**src/rtl/arb_pkg.sv**
```systemverilog
// Shared types and helpers for the priority/round-robin grant arbiter.
package arb_pkg;

  typedef enum logic {
    ARB_IDLE = 1'b0,
    ARB_HOLD = 1'b1
  } arb_state_e;

  localparam logic ARB_MODE_FIXED = 1'b0;
  localparam logic ARB_MODE_RR    = 1'b1;

  // Index width that never collapses to zero for tiny N.
  function automatic int clog2_safe(input int n);
    return (n <= 2) ? 1 : $clog2(n);
  endfunction

endpackage

```
**src/rtl/prio_enc_lsb.sv**
```systemverilog
// Combinational lowest-set-bit encoder: binary index, one-hot and any flag.
module prio_enc_lsb #(
  parameter int N     = 8,
  parameter int IDX_W = 3
) (
  input  logic [N-1:0]     req,
  output logic [IDX_W-1:0] idx,
  output logic [N-1:0]     onehot,
  output logic             any
);

  // Scan from the top so the lowest set bit is the last one written.
  always_comb begin
    idx    = '0;
    onehot = '0;
    any    = 1'b0;
    for (int i = N - 1; i >= 0; i--) begin
      if (req[i]) begin
        idx       = IDX_W'(i);
        onehot    = '0;
        onehot[i] = 1'b1;
        any       = 1'b1;
      end
    end
  end

endmodule

```
**src/rtl/priority_arbiter_rr.sv**
```systemverilog
// Registered N-input arbiter, fixed or round-robin priority, with a sticky
// valid/ready grant that is held until the consumer accepts it.
module priority_arbiter_rr
  import arb_pkg::*;
#(
  parameter int N       = 8,
  parameter int IDX_W   = clog2_safe(N),
  parameter int RR_INIT = 0
) (
  input  logic             clk,
  input  logic             rst_n,
  input  logic [N-1:0]     req,
  input  logic             mode_rr,
  input  logic             gnt_ready,
  output logic             gnt_valid,
  output logic [IDX_W-1:0] gnt_idx,
  output logic [N-1:0]     gnt_oh,
  output logic [IDX_W-1:0] rr_ptr
);

  localparam logic [IDX_W-1:0] PTR_INIT = IDX_W'(RR_INIT);
  localparam logic [IDX_W-1:0] IDX_LAST = IDX_W'(N - 1);

  arb_state_e       state_q, state_d;
  logic             gnt_valid_q, gnt_valid_d;
  logic [IDX_W-1:0] gnt_idx_q, gnt_idx_d;
  logic [N-1:0]     gnt_oh_q, gnt_oh_d;
  logic [IDX_W-1:0] rr_ptr_q, rr_ptr_d;

  logic             accept;
  logic [IDX_W-1:0] ptr_after_accept;
  logic [N-1:0]     mask;
  logic [N-1:0]     req_masked;

  logic [IDX_W-1:0] msk_idx, unm_idx, win_idx;
  logic [N-1:0]     msk_oh, unm_oh, win_oh;
  logic             msk_any, unm_any;

  assign accept = (state_q == ARB_HOLD) && gnt_ready;

  // Wrap explicitly at N so non-power-of-2 sizes never reach unused indices.
  assign ptr_after_accept = (gnt_idx_q == IDX_LAST) ? '0 : gnt_idx_q + 1'b1;

  assign rr_ptr_d = (accept && (mode_rr == ARB_MODE_RR)) ? ptr_after_accept : rr_ptr_q;

  // Re-arbitration on an accept edge already searches from the updated pointer.
  always_comb begin
    mask = '0;
    for (int i = 0; i < N; i++) begin
      mask[i] = (IDX_W'(i) >= rr_ptr_d);
    end
  end

  assign req_masked = req & mask;

  prio_enc_lsb #(.N(N), .IDX_W(IDX_W)) u_enc_masked (
    .req    (req_masked),
    .idx    (msk_idx),
    .onehot (msk_oh),
    .any    (msk_any)
  );

  prio_enc_lsb #(.N(N), .IDX_W(IDX_W)) u_enc_unmasked (
    .req    (req),
    .idx    (unm_idx),
    .onehot (unm_oh),
    .any    (unm_any)
  );

  always_comb begin
    if ((mode_rr == ARB_MODE_RR) && msk_any) begin
      win_idx = msk_idx;
      win_oh  = msk_oh;
    end else begin
      win_idx = unm_idx;
      win_oh  = unm_oh;
    end
  end

  always_comb begin
    state_d     = state_q;
    gnt_valid_d = gnt_valid_q;
    gnt_idx_d   = gnt_idx_q;
    gnt_oh_d    = gnt_oh_q;
    case (state_q)
      ARB_IDLE: begin
        if (unm_any) begin
          state_d     = ARB_HOLD;
          gnt_valid_d = 1'b1;
          gnt_idx_d   = win_idx;
          gnt_oh_d    = win_oh;
        end
      end
      ARB_HOLD: begin
        if (gnt_ready) begin
          if (unm_any) begin
            gnt_idx_d = win_idx;
            gnt_oh_d  = win_oh;
          end else begin
            state_d     = ARB_IDLE;
            gnt_valid_d = 1'b0;
            gnt_oh_d    = '0;
          end
        end
      end
      default: begin
        state_d     = ARB_IDLE;
        gnt_valid_d = 1'b0;
        gnt_oh_d    = '0;
      end
    endcase
  end

  always_ff @(posedge clk or negedge rst_n) begin
    if (!rst_n) begin
      state_q     <= ARB_IDLE;
      gnt_valid_q <= 1'b0;
      gnt_idx_q   <= '0;
      gnt_oh_q    <= '0;
      rr_ptr_q    <= PTR_INIT;
    end else begin
      state_q     <= state_d;
      gnt_valid_q <= gnt_valid_d;
      gnt_idx_q   <= gnt_idx_d;
      gnt_oh_q    <= gnt_oh_d;
      rr_ptr_q    <= rr_ptr_d;
    end
  end

  assign gnt_valid = gnt_valid_q;
  assign gnt_idx   = gnt_idx_q;
  assign gnt_oh    = gnt_oh_q;
  assign rr_ptr    = rr_ptr_q;

endmodule

```
**config.mk**
```make
export PLATFORM = sky130hd
export DESIGN_NAME = priority_arbiter_rr
export DESIGN_NICKNAME = d
export VERILOG_FILES = /design/src/rtl/arb_pkg.sv /design/src/rtl/prio_enc_lsb.sv /design/src/rtl/priority_arbiter_rr.sv
export SDC_FILE = /design/constraint.sdc
export NUM_CORES = 1
export LEC_CHECK = 0
export ABC_AREA = 1
export CAP_MARGIN = 0
export CORE_MARGIN = 3
export CORE_UTILIZATION = 54
export DETAILED_ROUTE_END_ITERATION = 10
export PLACE_DENSITY = 0.81
export SLEW_MARGIN = 20
export SYNTH_ARGS = -nofsm -noshare
export SYNTH_HDL_FRONTEND = slang
export SYNTH_HIERARCHICAL = 1
export SYNTH_SLANG_ARGS = --single-unit
```
**constraint.sdc**
```tcl
create_clock -name clk -period 7.1 [get_ports clk]
set_clock_uncertainty 0.1 [all_clocks]
set_input_delay 1.775 -clock clk [delete_from_list [all_inputs] [get_ports clk]]
set_output_delay 1.775 -clock clk [all_outputs]
set_load 0.1 [all_outputs]
```
==> results.md, run 1 <==
* Reg2reg start: gnt_idx[0]
* Synth Area per Inst at 7.15 µm²
* CP Class: in2reg
* R2R Setup Slk at 4.35 ns
* Period utilization at 56.6%
* Max Cap Viol at 0
* Gr usage total at 22.9%
* Most frequent cells in the layout: nand2_1, nor2_1, clkdlybuf4s50_1, inv_1, dfrtp_1
* Cts repair resizes at 0
* Antenna diodes at 0
* CTS Hold Bufs at 0
* H-tree depth at 1
* Rows at 16
* Initial cell density of the core at 60.8%
* Vias in the first global route at 1135
* Hold Crit Depth at 2
* Worst R2R End: gnt_oh[6]
* Yosys cell types at 26
* Slew headroom at between 30% and 40%
* Layout cells sized above 1 at 19.6%
* HP Class: reg2reg
* Non-filler cells, final at 226
* Max Slew Vio Count at 0
* Skew-Pair Late Insertion Delay at between 0.2 and 0.3 ns
* Clock sinks at 16
* Worst slew pin tran at 0.978 ns
* Status: finished clean
* Final GP Congestion at 0.923
* Yosys top cell by area: dfrtp_1
* Yosys reg bits at 16
* WHS Endpoint: gnt_valid
* Min-delay src: gnt_valid
* CORE AREA at roughly 2100 µm²
* Startpoint Class: primary input
* First-pass GRT wire length at roughly 4800 µm
* Area Growth Syn to Fin at 20.7%
* Crit path required time at 7.21 ns
* Final min period at 4.02 ns
* R2r worst-path depth at 15
* Sequential area share after synthesis at 31.6%
* DRC at 0
* Dominant cells by area after synthesis: dfrtp_1, nand2_1, nor2_1
* Root buffer cell: clkbuf_4
* TritonCTS Buffers at 3
* Vias per cell at approximately 5.1
* Drt pass-1 iters at 4
* Mapped Cells at approximately 180
* VDD IR max at 0.213 mV
* FMAX at approximately 250 MHz
* Syn_nets at approximately 190
* CTS tree: built
* DP HPWL at 2400 µm
* Hold Vio Cnt, Final at 0
* Ports at 27
* Clock transition at path regs at 0.09 ns
* RSZ-0062 raised after global routing: no
* Clock Path Buffers at 2
* # fillers at ~180
* Initial antenna violation count at 0
* Setup-failing EPs final at 0
* Setup bufs post-CTS at 0
* Placed Cells at 223
* Drt wl/cell at 12.4 µm
* Crit Path Max Fanout at 12
* Drt first-iter violations at 18
* Final TNS setup at 0 ns
* Largest net degree at the start of global routing at 17
* Flip-flop and latch area at 400 µm²
* Die height at 54.4 µm
* DRT Wirelength at about 2800 µm
* Multi-input logic area at 721 µm²
* Critical path arrival at 4.13 ns
* NumNets Final at 215
* Full die area at 2960 µm²
* Gr ovfl total at 0
* # port buffers at 26
* Leakage power at 0.000700 µW
* Die Wd at around 54 µm
* Pwr/cell area at 276 nW/µm²
* Mapped cell area at 1270 µm²
* Top cell type's share of synthesized area at 31.6%
* ANT nets after route at 0
* Via Count at 1159
* Synth Warn # at 6
* Nature of the critical path endpoint: register
* Most common cell after layout, fill and taps aside: nand2_1
[critical path, stage by stage]
cell             delay [ns]
clkdlybuf4s50_1        0.59
nand3_2                0.15
nand2_1                0.11
nand2_2                0.11
inv_2                  0.08
nor2_1                 0.04
nor2_1                 0.28
nor2_2                 0.08
inv_2                  0.11
nor2_4                 0.05
nand3_1                0.06
nand2_1                0.21
inv_2                  0.23
nand2_1                0.07
a31oi_1                0.18
[per-layer routing]
layer	vias up	part of all wire, %	wire length, µm	global-route usage (%)
met2	30	47	1320	39.2
li1	606	-	-	-
met5	-	0	0	0
met1	519	46	1290	27.7
met4	0	1.6	46	11.2
met3	4	5.5	154	3.54
[metrics by stage]
| step | cell area [µm²] | setup slack, ns | util (%) | hold WS, ns | power (µW) |
|---|---|---|---|---|---|
| after global placement | 1510 | 2.89 | 72.3 | 0.383 | 374 |
| after global routing | 1530 | 2.83 | 73.4 | 0.444 | 448 |
| after floorplan | 1270 | 3.78 | - | 0.475 | 318 |
| final | 1530 | 3.08 | 73.4 | 0.410 | 422 |
| after detailed placement | 1510 | 2.79 | 72.3 | 0.398 | 377 |
| after CTS | 1530 | 3.09 | 73.4 | 0.418 | 423 |
[cell type report]
class / count / area share [%]
Clock buffer: 3 / 1.47
Sequential cell: 16 / 26.2
Inverter: 24 / 5.90
Multi-Input combinational cell: 130 / 47.2
Timing Repair Buffer: 26 / 17.0
Tap cell: 27 / 2.21
[logic make-up (layout without fill, tap and decap cells)]
| group | count (synthesis) | count (layout) | share of synthesized area, % |
|---|---|---|---|
| flops | 16 | 16 | 31.6 |
| simple gates | 99 | 99 | 41.5 |
| compound gates | 29 | 29 | 13.4 |
| fa+ha+maj | 2 | 2 | 1.98 |
| buf+inv | 31 | 53 | 11.5 |
[cells in the mapped netlist]
cell type,instances
a21boi_0,1
a21oi_1,4
a21oi_2,2
a21oi_4,1
a31oi_1,3
buf_2,2
buf_4,3
buf_6,2
dfrtp_1,16
ha_1,2
inv_1,16
inv_2,8
nand2_1,31
nand2_2,3
nand2_4,2
nand3_1,12
nand3_2,1
nand4_1,2
nor2_1,29
nor2_2,4
nor2_4,6
nor3_2,6
o21ai_0,5
o21ai_1,13
or2_2,1
or2_4,2
[worst max path at each step]
| stage | slack (ns) | endpoint | cells after the start | start |
|---|---|---|---|---|
| floorplan | 3.78 | gnt_oh[1] | 15 | gnt_ready |
| global route | 2.83 | gnt_oh[6] | 15 | gnt_ready |
| detailed placement | 2.79 | gnt_idx[2] | 15 | gnt_ready |
| finish | 3.08 | gnt_idx[2] | 15 | gnt_ready |
| global placement | 2.89 | gnt_oh[1] | 15 | gnt_ready |
| CTS | 3.09 | gnt_idx[2] | 15 | gnt_ready |
[flip-flops by register name (all words and copies together), names as in the netlist]
name	cells
gnt_idx	3
gnt_oh	8
state_q	1
rr_ptr	3
gnt_valid	1
[where the power goes]
part	switching, µW	internal, µW	total (µW)	leakage, µW
combinational	194	65.4	259	0.000493
sequential	9.74	106	116	0.000193
clock	26.8	19.7	46.5	0.0000138
total	231	191	422	0.000700
No activity file was read; power rests on OpenSTA's default activity.
==> inputs of run 2 (changes only) <==
--- a/config.mk
+++ b/config.mk
@@ -8,9 +8,9 @@
 export ABC_AREA = 1
 export CAP_MARGIN = 0
 export CORE_MARGIN = 3
-export CORE_UTILIZATION = 54
+export CORE_UTILIZATION = 45
 export DETAILED_ROUTE_END_ITERATION = 10
-export PLACE_DENSITY = 0.81
+export PLACE_DENSITY = 0.72
 export SLEW_MARGIN = 20
 export SYNTH_ARGS = -nofsm -noshare
 export SYNTH_HDL_FRONTEND = slang
==> constraint.sdc (replaced) <==
create_clock -name clk -period 3.6 [get_ports clk]
set_clock_uncertainty 0.1 [all_clocks]
set_input_delay 0.9 -clock clk [delete_from_list [all_inputs] [get_ports clk]]
set_output_delay 0.9 -clock clk [all_outputs]
set_load 0.1 [all_outputs]
==> results.md, run 2 (same netlist as run 1, synthesis figures left out) <==
* Status: finished clean
* # fillers at 235
* Reg2reg start: gnt_idx[0]
* Die Wd at approximately 59 µm
* CTS tree: built
* Final GP Congestion at 0.953
* RSZ-0062 raised after global routing: no
* Setup bufs post-CTS at 0
* Worst Path Buf+Inv at 4
* Largest stage delay, worst path at just under 0.6 ns
* Gr usage total at 20.0%
* Flip-flop and latch area at ~400 µm²
* Initial cell density of the core at 49.3%
* Root buffer cell: clkbuf_4
* Nature of the critical path endpoint: register
* Slowest cell on crit path: clkdlybuf4s50_1
* Largest net degree at the start of global routing at 17
* Placed Area at 1490 µm²
* Hold Vio Cnt, Final at 0
* Final min period at 3.00 ns
* Pwr/cell area at 566 nW/µm²
* Drt pass-1 iters at 4
* H-tree depth at 1
* CTS Hold Bufs at 0
* TritonCTS Buffers at 3
* Leakage power at 0.000735 µW
* Most common cell after layout, fill and taps aside: nand2_1
* Vias per cell at 5.31
* CORE AREA at approximately 2600 µm²
* Startpoint Class: primary input
* CP Class: in2reg
* Crit path max-delay family: simple AND/OR/NAND/NOR gates
* Initial antenna violation count at 0
* Max FFs per register at 8
* Die height at 59.0 µm
* Skew-Pair Late Insertion Delay at 0.29 ns
* Clock sinks at 16
* R2r worst-path depth at 15
* Final instance area at 1520 µm²
* DP HPWL at 2550 µm
* FMAX at 333 MHz
* Full die area at 3490 µm²
* Antenna diodes at 0
* Vias in the first global route at 1165
* Critical path arrival at between 3 and 4 ns
* Rows at 18
* Min-delay src: gnt_valid
* Max Cap Viol at 0
* Via Count at 1231
* Period utilization at 83.4%
* Max Slew Vio Count at 0
* # port buffers at 26
* WHS Endpoint: gnt_valid
* Cells along the critical path: clkdlybuf4s50_1 -> nand2_2 -> inv_1 -> nand3_1 -> nand2_1 -> nand3_1 -> nand2_1 -> inv_1 -> or2_4 -> nor2_4 -> nand3_1 -> nand2_1 -> inv_2 -> o21ai_0 -> o21ai_1
* Most frequent cells in the layout: nand2_1, nor2_1, buf_4, inv_1, dfrtp_1
* Crit path required time at approximately 3.7 ns
* Clock transition at path regs at 0.09 ns
* Cts repair resizes at 0
* Slew headroom at just over 50%
* Worst slew pin tran at 0.725 ns
* Setup-failing EPs final at 0
* Drt wl/cell at 13.6 µm
* Layout cells sized above 1 at 28.2%
* Clock Path Buffers at 2
* NumNets Final at 217
* Multi-input logic area at 721 µm²
* Final TNS setup at 0 ns
* DRC at 0
* Gr ovfl total at 0
* Ports at 27
* Drt first-iter violations at 56
* Crit Path Max Fanout at 11
* HP Class: reg2reg
* Hold Crit Depth at 2
* First-pass GRT wire length at 5320 µm
* ANT nets after route at 0
* Area Growth Syn to Fin at 20.3%
* Worst R2R End: gnt_oh[6]
* DRT Wirelength at approximately 3200 µm
* R2R Setup Slk at 1.00 ns
* Final total power at approximately 860 µW
* VDD IR max at 0.357 mV
-- run 2: cell count changes in the layout (fill, tap and decap cells not counted) --
| cell | before | now |
|---|---|---|
| clkdlybuf4s50_1 | 26 | 11 |
| buf_4 | 0 | 17 |
| clkbuf_8 | 0 | 1 |
-- run 2: report_power, final --
| group | switching, µW | leakage, µW | total (µW) | internal [µW] |
|---|---|---|---|---|
| Sequential | 21.1 | 0.000193 | 230 | 209 |
| Combinational | 389 | 0.000521 | 511 | 122 |
| Clock | 59.3 | 0.0000210 | 121 | 61.6 |
-- run 2: worst max path at each step --
| stage | from | cells past startpoint | end |
|---|---|---|---|
| finish | gnt_ready | 15 | gnt_oh[6] |
| global route | gnt_ready | 15 | gnt_oh[6] |
| CTS | gnt_ready | 15 | gnt_oh[6] |
| detailed placement | gnt_ready | 15 | gnt_oh[6] |
| global placement | gnt_ready | 15 | gnt_oh[6] |
| floorplan | gnt_idx[0] | 16 | gnt_idx[0] |
-- run 2: metal layers --
metal	part of all wire (%)	global-route usage, %	up-vias
li1	-	-	612
met2	45	31.4	43
met1	47	28.5	570
met4	1.5	7.44	0
met3	6.1	1.74	6
met5	0	0	-
-- run 2: layout make-up --
class                   instances  share of cell area, %
multi-input cells             130                   47.3
flip-flops and latches         16                   26.3
repair buffers                 28                   15.6
inverters                      24                   5.92
well taps                      30                   2.47
clock buffers                   4                   2.38
-- run 2: worst min-delay path, cell delays in order, from the launching register on --
cell and delay (ns):
dfrtp_1 0.35, o21ai_0 0.08, nand2_1 0.05
-- run 2: stage by stage --
stage	setup WS (ns)	hold slack (ns)	util [%]	std cells
CTS	0.630	0.421	59.3	232
detailed placement	0.328	0.399	57.9	228
floorplan	0.727	0.475	-	177
finish	0.596	0.408	59.3	232
global placement	0.384	0.393	57.9	228
global route	0.411	0.461	59.3	232
